`config.mk`:
```
export PLATFORM = sky130hd
export DESIGN_NAME = mul_div_unit
export DESIGN_NICKNAME = d
export VERILOG_FILES = /design/src/rtl/mul_div_unit_pkg.sv /design/src/rtl/mul_div_unit_sign_fix.sv /design/src/rtl/mul_div_unit.sv
export SDC_FILE = /design/constraint.sdc
export NUM_CORES = 1
export LEC_CHECK = 0
export CAP_MARGIN = 20
export CELL_PAD_IN_SITES_DETAIL_PLACEMENT = 1
export CELL_PAD_IN_SITES_GLOBAL_PLACEMENT = 1
export CORE_MARGIN = 4
export CORE_UTILIZATION = 40
export DETAILED_ROUTE_END_ITERATION = 12
export GPL_ROUTABILITY_DRIVEN = 0
export PLACE_DENSITY = 0.87
export SYNTH_ARGS = -nofsm -noshare
export SYNTH_HDL_FRONTEND = slang
export SYNTH_SLANG_ARGS = --single-unit
export TNS_END_PERCENT = 5
```
`constraint.sdc`:
```
create_clock -name clk -period 8.55 [get_ports clk]
set_input_delay 2.1375 -clock clk [delete_from_list [all_inputs] [get_ports clk]]
set_output_delay 2.1375 -clock clk [all_outputs]
set_load 0.02 [all_outputs]
```
`src/rtl/mul_div_unit_pkg.sv`:
```
// Shared definitions for the multi-cycle multiply/divide unit:
// op encodings, FSM states and op-decoding helpers.
package mul_div_unit_pkg;

    localparam logic [2:0] MD_MULT  = 3'b000;
    localparam logic [2:0] MD_MULTU = 3'b001;
    localparam logic [2:0] MD_DIV   = 3'b010;
    localparam logic [2:0] MD_DIVU  = 3'b011;
    localparam logic [2:0] MD_MTHI  = 3'b100;
    localparam logic [2:0] MD_MTLO  = 3'b101;

    typedef enum logic [1:0] {
        ST_IDLE = 2'd0,
        ST_RUN  = 2'd1,
        ST_FIX  = 2'd2
    } md_state_e;

    // Ops 000..011 are the iterative ones; bit 0 clear marks the signed flavour.
    function automatic logic is_arith_op(input logic [2:0] op);
        return (op[2] == 1'b0);
    endfunction

    function automatic logic is_div_op(input logic [2:0] op);
        return (op[2:1] == 2'b01);
    endfunction

    function automatic logic is_signed_op(input logic [2:0] op);
        return (op[2] == 1'b0) && (op[0] == 1'b0);
    endfunction

endpackage

```
`src/rtl/mul_div_unit_sign_fix.sv`:
```
// Conditional two's-complement negation, used both to take operand
// magnitudes and to restore the sign of product, quotient and remainder.
module md_sign_fix #(
    parameter int WIDTH = 32
) (
    input  logic [WIDTH-1:0] value,
    input  logic             neg,
    output logic [WIDTH-1:0] result
);

    assign result = neg ? (~value + WIDTH'(1)) : value;

endmodule

```
`src/rtl/mul_div_unit.sv`:
```
// Iterative shift-add multiplier / restoring divider owning the HI/LO
// registers; fixed WIDTH+1 cycle latency with a start/busy/done handshake.
module mul_div_unit
    import mul_div_unit_pkg::*;
#(
    parameter  int WIDTH = 32,
    localparam int CNT_W = $clog2(WIDTH) + 1
) (
    input  logic             clk,
    input  logic             rst,
    input  logic             start,
    input  logic [2:0]       op,
    input  logic [WIDTH-1:0] a,
    input  logic [WIDTH-1:0] b,
    input  logic             abort,
    output logic             busy,
    output logic             done,
    output logic [WIDTH-1:0] hi,
    output logic [WIDTH-1:0] lo
);

    md_state_e          state;
    logic               is_div;
    logic               div0;
    logic               neg_q;
    logic               neg_r;
    logic [CNT_W-1:0]   cnt;
    logic [WIDTH-1:0]   mag_a_r;
    logic [WIDTH-1:0]   mag_b_r;
    logic [WIDTH-1:0]   a_orig;
    logic [2*WIDTH-1:0] acc;

    logic               neg_a_in;
    logic               neg_b_in;
    logic [WIDTH-1:0]   mag_a;
    logic [WIDTH-1:0]   mag_b;

    assign neg_a_in = is_signed_op(op) & a[WIDTH-1];
    assign neg_b_in = is_signed_op(op) & b[WIDTH-1];

    md_sign_fix #(.WIDTH(WIDTH)) u_mag_a (.value(a), .neg(neg_a_in), .result(mag_a));
    md_sign_fix #(.WIDTH(WIDTH)) u_mag_b (.value(b), .neg(neg_b_in), .result(mag_b));

    // Multiply step: acc holds {partial sum, remaining multiplier bits}.
    logic [WIDTH-1:0]   add_val;
    logic [WIDTH:0]     mul_sum;
    logic [2*WIDTH-1:0] mul_next;

    assign add_val  = acc[0] ? mag_a_r : '0;
    assign mul_sum  = {1'b0, acc[2*WIDTH-1:WIDTH]} + {1'b0, add_val};
    assign mul_next = {mul_sum, acc[WIDTH-1:1]};

    // Divide step: acc holds {remainder, dividend bits shifting into quotient}.
    logic [WIDTH:0]     rem_shift;
    logic               fits;
    logic [WIDTH-1:0]   rem_diff;
    logic [2*WIDTH-1:0] div_next;

    assign rem_shift = {acc[2*WIDTH-1:WIDTH], acc[WIDTH-1]};
    assign fits      = (rem_shift >= {1'b0, mag_b_r});
    assign rem_diff  = rem_shift[WIDTH-1:0] - mag_b_r;
    assign div_next  = {(fits ? rem_diff : rem_shift[WIDTH-1:0]), acc[WIDTH-2:0], fits};

    logic [2*WIDTH-1:0] prod_fix;
    logic [WIDTH-1:0]   quo_fix;
    logic [WIDTH-1:0]   rem_fix;

    md_sign_fix #(.WIDTH(2*WIDTH)) u_fix_prod (.value(acc), .neg(neg_q), .result(prod_fix));
    md_sign_fix #(.WIDTH(WIDTH)) u_fix_quo (.value(acc[WIDTH-1:0]), .neg(neg_q), .result(quo_fix));
    md_sign_fix #(.WIDTH(WIDTH)) u_fix_rem (.value(acc[2*WIDTH-1:WIDTH]), .neg(neg_r), .result(rem_fix));

    always_ff @(posedge clk or posedge rst) begin
        if (rst) begin
            state   <= ST_IDLE;
            busy    <= 1'b0;
            done    <= 1'b0;
            hi      <= '0;
            lo      <= '0;
            is_div  <= 1'b0;
            div0    <= 1'b0;
            neg_q   <= 1'b0;
            neg_r   <= 1'b0;
            cnt     <= '0;
            mag_a_r <= '0;
            mag_b_r <= '0;
            a_orig  <= '0;
            acc     <= '0;
        end else begin
            done <= 1'b0;
            case (state)
                ST_IDLE: begin
                    if (start && !abort) begin
                        if (is_arith_op(op)) begin
                            is_div  <= is_div_op(op);
                            div0    <= is_div_op(op) && (b == '0);
                            neg_q   <= neg_a_in ^ neg_b_in;
                            neg_r   <= neg_a_in;
                            mag_a_r <= mag_a;
                            mag_b_r <= mag_b;
                            a_orig  <= a;
                            acc     <= is_div_op(op) ? {{WIDTH{1'b0}}, mag_a}
                                                     : {{WIDTH{1'b0}}, mag_b};
                            cnt     <= '0;
                            busy    <= 1'b1;
                            state   <= ST_RUN;
                        end else if (op == MD_MTHI) begin
                            hi <= a;
                        end else if (op == MD_MTLO) begin
                            lo <= a;
                        end
                    end
                end
                ST_RUN: begin
                    if (abort) begin
                        busy  <= 1'b0;
                        state <= ST_IDLE;
                    end else begin
                        acc <= is_div ? div_next : mul_next;
                        cnt <= cnt + CNT_W'(1);
                        if (cnt == CNT_W'(WIDTH - 1)) begin
                            state <= ST_FIX;
                        end
                    end
                end
                ST_FIX: begin
                    // abort wins over writeback so a flushed op leaves HI/LO untouched
                    if (!abort) begin
                        if (is_div && div0) begin
                            lo <= '1;
                            hi <= a_orig;
                        end else if (is_div) begin
                            lo <= quo_fix;
                            hi <= rem_fix;
                        end else begin
                            hi <= prod_fix[2*WIDTH-1:WIDTH];
                            lo <= prod_fix[WIDTH-1:0];
                        end
                        done <= 1'b1;
                    end
                    busy  <= 1'b0;
                    state <= ST_IDLE;
                end
                default: begin
                    busy  <= 1'b0;
                    state <= ST_IDLE;
                end
            endcase
        end
    end

endmodule

```
# Word-level counts from Yosys, hierarchy flattened
# Index checks and enable logic that the tools add are counted.
[word_totals]
out_inout_bits = 66
register_bits = 238
[op_classes]
bitwise = 10
n_reduce_logical = 15
eq_ne = 16
magnitude_cmp = 1
n_mux = 43
n_addsub = 8
[op_table]
columns = ["cell", "count"]
rows = [
  ["32-bit two-way mux", 20],
  ["64-bit two-way mux", 5],
  ["32-bit by 1-bit adder with 32-bit output (second input constant)", 4],
  ["32-bit NOT", 4],
  ["32-bit case mux with 2 select lines", 2],
  ["64-bit case mux with 2 select lines", 1],
  ["64-bit by 1-bit adder with 64-bit output (second input constant)", 1],
  ["64-bit NOT", 1],
  ["32-bit by 32-bit adder with 33-bit output", 1],
  ["33-bit by 32-bit >= comparator with 1-bit output", 1],
  ["32-bit zero test", 1],
  ["32-bit subtractor", 1],
  ["6-bit two-way mux", 3],
  ["2-bit != test (second input constant)", 9],
  ["6-bit case mux with 2 select lines", 1],
  ["3-bit AND reduction", 3],
  ["2-bit two-way mux", 4],
  ["6-bit by 1-bit adder with 6-bit output (second input constant)", 1],
  ["3-bit equality test (second input constant)", 2],
  ["6-bit by 5-bit equality test with 1-bit output (second input constant)", 1],
  ["6-bit AND reduction", 1],
  ["1-bit two-way mux", 5],
  ["5-bit AND reduction", 1],
  ["2-bit by 1-bit equality test with 1-bit output (second input constant)", 2],
  ["other kinds (12)", 18],
]

# Depth between registers and ports, before layout
[logic_depth]
word_depth = 8
mapped_depth = 15
depth_no_buf = 13

# Hierarchy
# From an unflattened synthesis, not the netlist that was laid out.
[unflattened]
cells_unflattened = 2573
hier_area_um2 = 20261.9
[modules_own_cells]
columns = ["module", "instances", "area_per_inst_um2", "seq_area_each_um2", "cells_per_inst"]
rows = [
  ["mul_div_unit", 1, 15504.9, 5955.7, 1971],
  ["md_sign_fix (u_fix_quo ...)", 4, 777.0, 0.0, 99],
  ["md_sign_fix (u_fix_prod)", 1, 1649.1, 0.0, 206],
]

# Least setup slack after synthesis
# No wires, ideal clock.
[synth_path]
path_kind = "in2reg"
start = "in b[8]"
end = "reg acc[30]"
required_time_ns = 8.408
path_slack_ns = 4.035
t_arrival_ns = 4.372
setup_ns = 0.142
n_path_buf = 0
stages = 9
cell_sequence = "or4_1 > nor4_1 > nand4_1 > o31ai_1 > xor2_1 > nand2_1 > o211a_1 > o21ai_0 > o221ai_1"
[synth_between]
elab_chain_len = 7
[synth_rtl]
columns = ["item", "line_no", "rtl"]
rows = [
  ["start: declaration", "mul_div_unit.sv:14", "input logic [WIDTH-1:0] b,"],
  ["32-bit NOT", "mul_div_unit_sign_fix.sv:11", "assign result = neg ? (~value + WIDTH'(1)) : value;"],
  ["32-bit by 1-bit adder with 32-bit output", "mul_div_unit_sign_fix.sv:11", ""],
  ["32-bit two-way mux", "mul_div_unit_sign_fix.sv:11", ""],
  ["32-bit two-way mux", "mul_div_unit.sv:101", "acc <= is_div_op(op) ? {{WIDTH{1'b0}}, mag_a}"],
  ["64-bit two-way mux", "mul_div_unit.sv:93", "if (is_arith_op(op)) begin"],
  ["64-bit two-way mux", "mul_div_unit.sv:92", "if (start && !abort) begin"],
  ["64-bit case mux with 2 select lines", "mul_div_unit.sv:90", "case (state)"],
  ["end signal: assignment", "mul_div_unit.sv:101", ""],
  ["end signal: assignment", "mul_div_unit.sv:118", "acc <= is_div ? div_next : mul_next;"],
  ["end: declaration", "mul_div_unit.sv:31", "logic [2*WIDTH-1:0] acc;"],
]
# Every way passes these cells. The select of a mux whose other input is x is not followed.
# A chain may end at the register's enable or synchronous reset.

# Worst setup path after layout
[layout_path]
start = "in a[2]"
end = "reg acc[29]"
[layout_between]
elab_chain_len = 7
[layout_rtl]
columns = ["item", "line_no", "rtl"]
rows = [
  ["start: declaration", "mul_div_unit.sv:13", "input logic [WIDTH-1:0] a,"],
  ["32-bit NOT", "mul_div_unit_sign_fix.sv:11", ""],
  ["32-bit by 1-bit adder with 32-bit output", "mul_div_unit_sign_fix.sv:11", ""],
  ["32-bit two-way mux", "mul_div_unit_sign_fix.sv:11", ""],
  ["32-bit two-way mux", "mul_div_unit.sv:101", ""],
  ["64-bit two-way mux", "mul_div_unit.sv:93", ""],
  ["64-bit two-way mux", "mul_div_unit.sv:92", ""],
  ["64-bit case mux with 2 select lines", "mul_div_unit.sv:90", ""],
]
# Every way passes these cells. The select of a mux whose other input is x is not followed.

==> results.yml <==
clock_tree:
  cts_root_buffer: "clkbuf_16"
  htree_num_levels: 1
  clock_latency_ns: 0.58
  post_cts_buffers: 0
  cts_inserted_buffers: 29
  clockBufferDepth: 3
  holdBufCountCts: 0
  cts_tree: "yes"
  cts_sinks: 237
  cts_resized: 0
  path_clk_slew_ns: 0.06
synthesis:
  synthMuxAreaShare_pct: 3.820
  yosys_warnings: 0
  synthXorXnorAreaFrac_pct: 8.198
  synth_area_um2: 17520
  netlist_instances: 2239
  synth_edf_count: 0
  yosysUniqueCellTypes: 75
  synthAdderAreaFrac_pct: 5.156
  synth-compound-area-share_pct: 22.80
  synthFlopType: "dfrtp_1"
  async_flop_share_pct: 100.0
  ys_seq_area_share_pct: 33.85
  synth_top_family_by_area: "compound AO/OA/AOI/OAI gates"
  yosys.area_share.simple_pct: 21.47
  synth_nets: 2381
  synth.avg_cell_area_um2: 7.826
  ys_ff_latch: 237
power:
  finalPower_w: 0.005930
  leakagePower_nw: 8.819
  powerDensity_nw_per_um2: 290.9
  vdd_drop_max_mv: 0.1783
sta:
  whs_ns: 0.4721
  slew_headroom_pct: 28.19
  fin_tns_setup_ns: 0
  fmax_ghz: 0.2029
  setup_violations: 0
  period_share_pct: 57.64
  rsz0062_at_grt: "false"
  worstMarginPinSlew_ns: 1.050
  fin_crit_ns: 4.928
  finClkSkew_ns: 0.01120
  report.final.slew_viol_count: 0
  final-hold-violation-count: 0
worst_setup_path:
  worstPathMaxFanout: 7
  worstPathArrival_ns: 5.34
  critPathCaptureType: "flip-flop"
  required_ns: 8.96
  critPathKind: "in2reg"
  cp-start-kind: "primary input"
die:
  die-area_um2: 47220
  chipHeight_um: 217.3
  rows: 76
  coreArea_um2: 43170
  pin_count: 137
  start_util_pct: 40.59
  die_w_um: 217.3
global_route:
  grt-busiest-layer: "met2"
  grt_first_pass_wirelength_mm: 111.0
  grt_overflow: 0
  use_met1_pct: 36.27
  grt_max_degree: 154
  grtUsageMet2_pct: 49.18
  grt_pass1_vias: 19173
  antenna_found_initial: 2
  grt_use_met3_pct: 5.264
  grtUsageTotal_pct: 29.76
final_layout:
  n_fill_cell: 5277
  fin_nets: 2428
  drive_gt1_share_pct: 5.158
  instances_no_fill: 2892
  syn2layout_area_growth_pct: 16.34
  n_antenna_cell: 0
route:
  ant_nets: 0
  viasPerCell: 6.293
  via_count: 18198
  drt-wirelength-per-cell_um: 24.99
  drt_wl_total_mm: 72.28
  drc: 0
  drt_iter0_drc: 2092
  first_pass_iters: 6
placement:
  place_inst: 2837
  dp_hpwl_mm: 53.32
  io_buffers: 136
status:
  status: "complete, no violations"
job:
  drv_cap: 0
hold_path:
  hp-class: "reg2reg"
[layout by cell type (no fill, tap or decap), types with 10 or more instances in the layout]
| cell | count |
|---|---|
| nand3_1 | 43 |
| nor4_1 | 17 |
| or3_1 | 27 |
| a211oi_1 | 15 |
| mux2i_1 | 50 |
| inv_1 | 67 |
| nor2b_1 | 10 |
| clkdlybuf4s50_1 | 136 |
| a21oi_1 | 170 |
| and2_1 | 47 |
| o31ai_1 | 28 |
| xor2_1 | 62 |
| nor3_1 | 43 |
| o21ai_0 | 246 |
| nand2b_1 | 14 |
| dfrtp_1 | 236 |
| ha_1 | 69 |
| buf_4 | 22 |
| nand2_1 | 385 |
| clkbuf_16 | 29 |
| o22ai_1 | 36 |
| mux2_2 | 15 |
| a21o_1 | 29 |
| nor3b_1 | 10 |
| nand4_1 | 18 |
| nor2_1 | 145 |
| or2_2 | 10 |
| a31oi_1 | 47 |
| xnor2_1 | 102 |
[cells in the mapped netlist, drive strengths merged (12+ instances only)]
cell / n / area, um^2
o21ai: 247 / 1236
a21oi: 170 / 850.8
and2: 47 / 294.0
a211oi: 15 / 112.6
buf: 12 / 57.55
a21o: 29 / 217.7
nand2: 385 / 1445
ha: 69 / 863.3
xnor2: 102 / 893.4
mux2: 15 / 168.9
nor2b: 13 / 81.33
nor2: 146 / 548.0
or3: 28 / 175.2
nor4: 18 / 127.6
mux2i: 50 / 500.5
nor3: 45 / 230.2
xor2: 62 / 543.0
inv: 68 / 255.2
o22ai: 36 / 225.2
nand2b: 15 / 93.84
a31oi: 47 / 294.0
nand4: 18 / 112.6
dfrtp: 237 / 5931
nand3: 43 / 215.2
clkbuf: 135 / 508.0
o31ai: 29 / 217.7
[through the flow]
| step | setup WS (ns) | instance area, um^2 | utilization [%] |
|---|---|---|---|
| after CTS | 3.584 | 20330 | 47.10 |
| after detailed placement | 3.020 | 19310 | 44.73 |
| after global placement | 3.088 | 19280 | 44.66 |
| after floorplan | 3.307 | 17530 | - |
| after global routing | 3.366 | 20380 | 47.22 |
| final | 3.622 | 20380 | 47.22 |
[final cells by class]
| class | instances | area [um^2] | share of cell area, % |
|---|---|---|---|
| Sequential cell | 237 | 5932 | 29.10 |
| Multi-Input combinational cell | 1786 | 10810 | 53.02 |
| Timing Repair Buffer | 163 | 1627 | 7.979 |
| Clock inverter | 9 | 155.1 | 0.7611 |
| Inverter | 69 | 262.8 | 1.289 |
| Tap cell | 585 | 732.0 | 3.591 |
| Clock buffer | 43 | 868.3 | 4.260 |
[power breakdown]
part	internal, W	leakage [nW]	switching (W)
Combinational	0.00112	5.38	0.00169
Clock	0.000817	0.489	0.000522
Sequential	0.00137	2.95	0.000404
[critical path: stages]
cell and delay [ns]:
clkdlybuf4s50_1 0.55, or3_1 0.49, nor4bb_1 0.70, and2_1 0.29
and2_1 0.19, a21oi_1 0.09, xnor2_1 0.47, mux2i_1 0.16
o21ai_0 0.18, a21oi_1 0.10
[cells by family after synthesis]
logic type,count (synthesis)
and+or+nand+nor,815
AOI/OAI and AO/OA,671
DFF,237
buffers and inverters,216
xor gates and xnor gates,164
adders and majority gates,71
muxes,65
[path summary, 6_finish.rpt]
kind,from,to,slack (ns),cells past startpoint
max,a[2],acc[29],3.62,10
min,mag_a_r[3],mag_a_r[3],0.47,2
max reg2reg,acc[32],acc[59],4.11,12
min reg2reg,mag_a_r[3],mag_a_r[3],0.47,2
max in group asynchronous,rst,is_div,5.30,3
min in group asynchronous,rst,hi[21],1.89,2
[registers in the layout, indices dropped and copies added (netlist names)]
name	cells
is_div	1
state	2
lo	32
mag_a_r	32
acc	64
mag_b_r	32
busy	1
neg_r	1
div0	1
done	1
a_orig	31
neg_q	1
cnt	6
hi	32
[per-layer routing]
metal	part of all wire, %	vias up
li1	-	8004
met1	38	8973
met2	47	912
met3	8.0	309
met4	7.2	0
met5	0	-
Power figures use the tool's default switching activity.
